--- config.mk ---
export PLATFORM = sky130hd
export DESIGN_NAME = twos_to_signmag_serial
export DESIGN_NICKNAME = d
export VERILOG_FILES = /design/src/rtl/twos_to_signmag_serial.sv
export SDC_FILE = /design/constraint.sdc
export NUM_CORES = 1
export LEC_CHECK = 0
export CORE_MARGIN = 10
export CORE_UTILIZATION = 54
export CTS_CLUSTER_SIZE = 30
export DETAILED_ROUTE_END_ITERATION = 16
export DONT_BUFFER_PORTS = 1
export GPL_ROUTABILITY_DRIVEN = 0
export PLACE_DENSITY = 0.81
export REMOVE_ABC_BUFFERS = 1
export SLEW_MARGIN = 15
export SYNTH_ARGS = -nofsm -noshare
export SYNTH_HDL_FRONTEND = slang
export SYNTH_SLANG_ARGS = --single-unit
--- constraint.sdc ---
create_clock -name CLK -period 1.3 [get_ports CLK]
set_clock_uncertainty 0.05 [all_clocks]
set_input_delay 0.065 -clock CLK [delete_from_list [all_inputs] [get_ports CLK]]
set_output_delay 0.065 -clock CLK [all_outputs]
set_load 0.01 [all_outputs]
--- src/rtl/twos_to_signmag_serial.sv ---
// Bit-serial 8-bit two's complement to sign-magnitude converter with valid/ready on both sides.
// Optional macro SM2TC_EN adds a MODE input for the reverse (sign-magnitude to two's complement) direction.
module twos_to_signmag_serial #(
  parameter int WIDTH = 8
) (
  input  logic             CLK,
  input  logic             RESET_N,
  input  logic [WIDTH-1:0] IN_DATA,
  input  logic             IN_VALID,
  output logic             IN_READY,
`ifdef SM2TC_EN
  input  logic             MODE,
`endif
  output logic [WIDTH-1:0] OUT_DATA,
  output logic             OUT_OVF,
  output logic             OUT_VALID,
  input  logic             OUT_READY,
  output logic             BUSY
);

  localparam int CW = (WIDTH > 2) ? $clog2(WIDTH) : 1;

  typedef enum logic [1:0] {S_IDLE, S_SHIFT, S_DONE} state_t;

  state_t           r_state;
  logic [WIDTH-1:0] r_shift;
  logic [WIDTH-1:0] r_res;
  logic [CW-1:0]    r_cnt;
  logic             r_sign;
  logic             r_seen;
  logic             r_mode;
  logic [WIDTH-1:0] r_out_data;
  logic             r_ovf;
  logic             r_out_valid;
  logic             r_in_ready;
  logic             r_busy;

  logic             w_mode;
  logic             w_bit;
  logic             w_res_bit;

`ifdef SM2TC_EN
  assign w_mode = MODE;
`else
  assign w_mode = 1'b0;
`endif

  // Copy bits up to and including the first one, invert every bit after it.
  always_comb begin
    w_bit     = r_shift[0];
    w_res_bit = r_sign ? (w_bit ^ r_seen) : w_bit;
  end

  always_ff @(posedge CLK or negedge RESET_N) begin
    if (!RESET_N) begin
      r_state     <= S_IDLE;
      r_shift     <= '0;
      r_res       <= '0;
      r_cnt       <= '0;
      r_sign      <= 1'b0;
      r_seen      <= 1'b0;
      r_mode      <= 1'b0;
      r_out_data  <= '0;
      r_ovf       <= 1'b0;
      r_out_valid <= 1'b0;
      r_in_ready  <= 1'b1;
      r_busy      <= 1'b0;
    end else begin
      case (r_state)
        S_IDLE: begin
          if (IN_VALID && r_in_ready) begin
            r_shift    <= w_mode ? {1'b0, IN_DATA[WIDTH-2:0]} : IN_DATA;
            r_sign     <= IN_DATA[WIDTH-1];
            r_mode     <= w_mode;
            r_seen     <= 1'b0;
            r_cnt      <= '0;
            r_in_ready <= 1'b0;
            r_busy     <= 1'b1;
            r_state    <= S_SHIFT;
          end
        end
        S_SHIFT: begin
          r_res   <= {w_res_bit, r_res[WIDTH-1:1]};
          r_shift <= {1'b0, r_shift[WIDTH-1:1]};
          r_seen  <= r_seen | w_bit;
          r_cnt   <= r_cnt + 1'b1;
          if (r_cnt == CW'(WIDTH - 1)) begin
            r_busy  <= 1'b0;
            r_state <= S_DONE;
          end
        end
        S_DONE: begin
          // First DONE cycle publishes the completed result; later cycles wait for the drain.
          if (!r_out_valid) begin
            r_out_data  <= r_mode ? r_res : {r_sign, r_res[WIDTH-2:0]};
            r_ovf       <= ~r_mode & r_sign & r_res[WIDTH-1];
            r_out_valid <= 1'b1;
          end else if (OUT_READY) begin
            r_out_valid <= 1'b0;
            r_in_ready  <= 1'b1;
            r_state     <= S_IDLE;
          end
        end
        default: begin
          r_state <= S_IDLE;
        end
      endcase
    end
  end

  assign IN_READY  = r_in_ready;
  assign OUT_DATA  = r_out_data;
  assign OUT_OVF   = r_ovf;
  assign OUT_VALID = r_out_valid;
  assign BUSY      = r_busy;

endmodule

======== Yosys cells after proc, flatten, opt, wreduce, memory -nomap -nowiden ========
Index checks and enable logic that the tools add are counted.
storage, ports and cells
  bits of input ports ..................... 12
  word-level logic and storage cells ...... 53
  register bits after elaboration ......... 35
cells by class
  mux-type cells .......................... 20
  reduce and logical (&&, ||, !) cells .... 10
  add/sub/neg operators ................... 1
  bitwise logic cells ..................... 4
  equality and inequality tests ........... 7
operators by type and width
  operator                                        number
  one-hot mux 8 bit (2 select lines)              1
  two-way mux 1 bit                               8
  two-way mux 2 bit                               4
  two-way mux 8 bit                               1
  inequality test 2 bit (second input constant)   4
  AND reduction 4 bit                             2
  one-hot mux 1 bit (2 select lines)              3
  one-hot mux 2 bit (3 select lines)              1
  one-hot mux 3 bit (2 select lines)              1
  AND reduction 2 bit                             3
  nonzero test 2 bit                              2
  adder 3 x 1 -> 3 bit (second input constant)    1
  == test 3 bit (second input constant)           1
  two-way mux 3 bit                               1
  AND reduction 3 bit                             1
  == test 2 x 1 -> 1 bit (second input constant)  1
  == test 2 bit (second input constant)           1
  logical NOT 2 bit                               1
  bitwise AND 1 bit                               1
  logical AND 1 bit                               1
  NOT 1 bit                                       1
  OR 1 bit                                        1
  XOR 1 bit                                       1

======== Longest topological paths before layout ========
  word-level depth ........................ 3
  gate-level depth with buffers ........... 5

======== Worst setup path after synthesis ========
No wires, ideal clock.
  path kind ............................... reg2reg
  from .................................... register r_in_ready (netlist: IN_READY)
  to ...................................... register r_sign
  period minus slack after synthesis ...... 1.425 ns
  cell stages (with the launch flop) ...... 4
  arrival time ............................ 1.250 ns
  data required time ...................... 1.125 ns
  setup slack ............................. -0.125 ns
  cells stage by stage .................... dfstp_2 -> and2_1 -> and3_1 -> mux2_4
between the ends
  longest elaborated chain between the ends .. 2
RTL lines
  element                        RTL line  text
  from (decl)                    35        logic r_in_ready;
  from (signal assigned)         66        r_in_ready <= 1'b1;
  from (signal assigned)         77        r_in_ready <= 1'b0;
  from (signal assigned)         100       r_in_ready <= 1'b1;
  logical AND 1 bit              71        if (IN_VALID && r_in_ready) begin
  AND reduction 2 bit (no line)  --
  to (signal assigned)           73        r_sign <= IN_DATA[WIDTH-1];
  to (decl)                      29        logic r_sign;
No other way between the ends.
A chain may end at the register's enable or synchronous reset.

======== Final worst setup path ========
  from .................................... register r_in_ready (netlist: IN_READY)
  to ...................................... register r_cnt[0]
between the ends
  longest elaborated chain between the ends .. 3
RTL lines
  element                          RTL line  text
  logical AND 1 bit                71
  inequality test 2 bit (no line)  --
  AND reduction 2 bit (no line)    --
  to (signal assigned)             86        r_cnt <= r_cnt + 1'b1;
  to (decl)                        28        logic [CW-1:0] r_cnt;
No other way between the ends.

==> run summary <==
status: finished with violations
failing checks: negative hold slack, negative setup slack
total track usage: 0.139
sequential share of the synthesized area: 0.578
f_max: 723 MHz
worst vdd ir: 0.00148 V
total net switching power: 1.46 mW
initial antenna violation count: 0
Die H: 73.0 µm
Post-DP HPWL: 2.31 mm
worst setup path start: IN_READY$_DFFE_PN1P_
hold crit path type: input pin to flip-flop
flops & latches, synth: 35
leakage: 0.957 nW
Post-Layout Cell Count: 198
placed insts: 175
DRT iter0 DRCs: 62
Remaining Overflow, GRT: 0
nets: 181
largest net degree at the start of global routing: 36
P per Cell Area: 2060 mW/mm²
Initial Util: 0.560
Final Max Tran Viols: 0
critical path data arrival time: 1550 ps
clock buffer depth: 2
number of global-route vias before repair: 1271
Final ANT Viol Nets: 0
top post-synthesis cells by area: dfrtp_1 56%, mux2_1 5.9%, nand2_1 5.7%
number of synthesis warnings: 0
ant diodes: 0
Port Buffers: 0
total of max-cap violations: 0
Syn Area/Cell: 11.3 µm²
final hold vios: 1
CP Max Fanout: 6
via count: 1148
total wire length: 3.63 mm
drt wl/cell: 18.3 µm
Syn Std Cell Area: 0.00152 mm²
hold slack: -1.16 ps
clk root buf: clkbuf_4
Sw Ratio: 0.358
Reg2Reg Depth: 4
total core area: 0.00271 mm²
Crit Reg-Reg Startpoint: IN_READY$_DFFE_PN1P_
critical path's slowest cell: dfstp_2
fin crit period: 1380 ps
RSZ-0062 raised after global routing: true
share of power burned in registers: 0.462
Synth Instances: 134
power share of the combinational group: 0.403
power share of the clock group: 0.135
TritonRoute pass-1 iters: 4
worst slack at placement: -101 ps
Clock transition at path regs: 110 ps
WS Path Type: flip-flop to flip-flop
CP Launch Type: flip-flop
Yosys cell types: 29
CP Cell Sequence: and2_4 > buf_6 > o21ai_4 > mux2_4
first-pass GRT wire length: 6.00 mm
period utilisation layout: 1.06
CTS Buf Count: 5
Slew @ Worst Pin: 295 ps
WP data required: 1460 ps
final setup violation count: 16
die width: 73.0 µm
fraction of layout cells with a size suffix above 1: 0.317
IO Count: 24
Layout area overhead: 30.8%
drt drc: 0
row cnt: 19
TritonCTS clock tree: built
CP Capture Type: flip-flop
die area: 0.00533 mm²
fin worst setup slack: -83.8 ps
via/cell ratio: 5.80
Slew headroom: 0.803
total power: 4.09 mW
CTS Sinks: 35
origin of the worst min-delay path: IN_VALID
largest area contributor in the netlist: dfrtp_1
hold depth: 3
H-tree lvl count: 2
share of the synthesized area in the top cell type: 0.561
internal power: 2.63 mW
Largest stage delay, worst path: 560 ps
clock latency on the worst-skew pair: 330 ps
-- worst max-delay path: cells and delay by family (launching register included) --
family | cells | cell delay (ps)
DFF | 1 | 560
muxes | 1 | 270
and+or+nand+nor | 1 | 170
buffers and inverters | 1 | 120
AOI/OAI and AO/OA | 1 | 90
-- cell families after synthesis --
kind of cell | after synthesis | synth area share
adder cells (fa/ha/maj) | 3 | 0.0247
multiplexers | 12 | 0.0899
AND/OR/NAND/NOR | 38 | 0.118
AO/OA/AOI/OAI | 33 | 0.149
flip-flops | 35 | 0.578
buffers and inverters | 13 | 0.0404
-- placed cells by master (no fill, tap or decap), types with 4 or more instances in the layout --
cell type	instances
a31oi_1	4
and2_1	4
buf_4	12
buf_6	7
clkbuf_4	5
dfrtp_1	34
dlygate4sd3_1	11
inv_1	5
mux2_4	10
nand2_1	23
o21ai_0	7
o2bb2ai_2	4
-- power by group through the flow --
stage	sequential [mW]	combinational [mW]	clock, mW
after detailed placement	1.87	1.28	0
after global placement	1.84	1.19	0
after global routing	1.95	1.83	0.602
final	1.89	1.65	0.553
after floorplan	1.83	0.802	0
after CTS	1.87	1.46	0.562
-- through the flow --
step | cell area, µm² | util | setup TNS (ps)
after global placement | 1640 | 0.606 | -204
after CTS | 1890 | 0.698 | -446
after floorplan | 1480 | - | -5670
final | 1990 | 0.733 | -847
after global routing | 1990 | 0.733 | -1590
after detailed placement | 1640 | 0.606 | -1050
-- state kept, by name (all words and copies together), names as in the netlist --
register,cells
BUSY,1
IN_READY,1
OUT_DATA,8
OUT_OVF,1
OUT_VALID,1
r_cnt,3
r_res,8
r_seen,1
r_shift,8
r_sign,1
r_state,2
-- final cells by class --
type / instances / area, µm²
Clock inverter: 1 / 5.00
Sequential cell: 35 / 877
Fill cell: 189 / 724
Clock buffer: 7 / 45.0
Tap cell: 31 / 38.8
Inverter: 7 / 26.3
Timing Repair Buffer: 31 / 299
Multi-Input combinational cell: 86 / 694
-- path summary, 6_finish.rpt --
| check | slack [ps] | endpoint |
|---|---|---|
| worst max-delay path | -80 | r_cnt[0]$_DFFE_PN0P_ |
| max in group asynchronous | 820 | IN_READY$_DFFE_PN1P_ |
| worst min-delay path | -1 | r_shift[6]$_DFFE_PN0P_ |
| min in group asynchronous | 140 | r_shift[6]$_DFFE_PN0P_ |
| worst min register to register | 440 | r_res[0]$_DFFE_PN0P_ |
| worst max register to register | -80 | r_cnt[0]$_DFFE_PN0P_ |
-- timing repair --
item	4_1_cts	5_1_grt
gates cloned	1	0
pin swaps	1	7
setup buffers	2	0
hold buffers	12	0
hold endpoints to repair	47	0
gates resized for setup	14	19
endpoints found under the setup margin	25	28
-- synth_stat cells --
library cell / instances
a21oi_1: 4
o2bb2ai_1: 6
inv_2: 1
o21ai_4: 1
o21ai_0: 7
nor3b_1: 1
nand2b_1: 3
nand3b_1: 1
mux2_1: 8
buf_4: 2
o22ai_1: 4
a31oi_1: 6
a22o_1: 2
mux2_2: 1
dfstp_2: 1
a21o_1: 3
ha_1: 3
inv_1: 6
dfrtp_1: 34
nor2_1: 1
buf_2: 4
and2_0: 1
nand3_1: 1
and2_1: 5
and3_1: 1
nand2_1: 23
mux2_4: 1
nor2b_1: 1
mux2i_1: 2
-- metal layers --
layer,routed length (µm),share of wire,track usage,up-vias
met5,0,0,0,-
met2,1830,0.50,0.237,33
met3,219,0.060,0.0408,4
met4,30,0.0083,0.0549,0
met1,1550,0.43,0.159,584
li1,-,-,-,527
(Power assumes the default switching activity.)
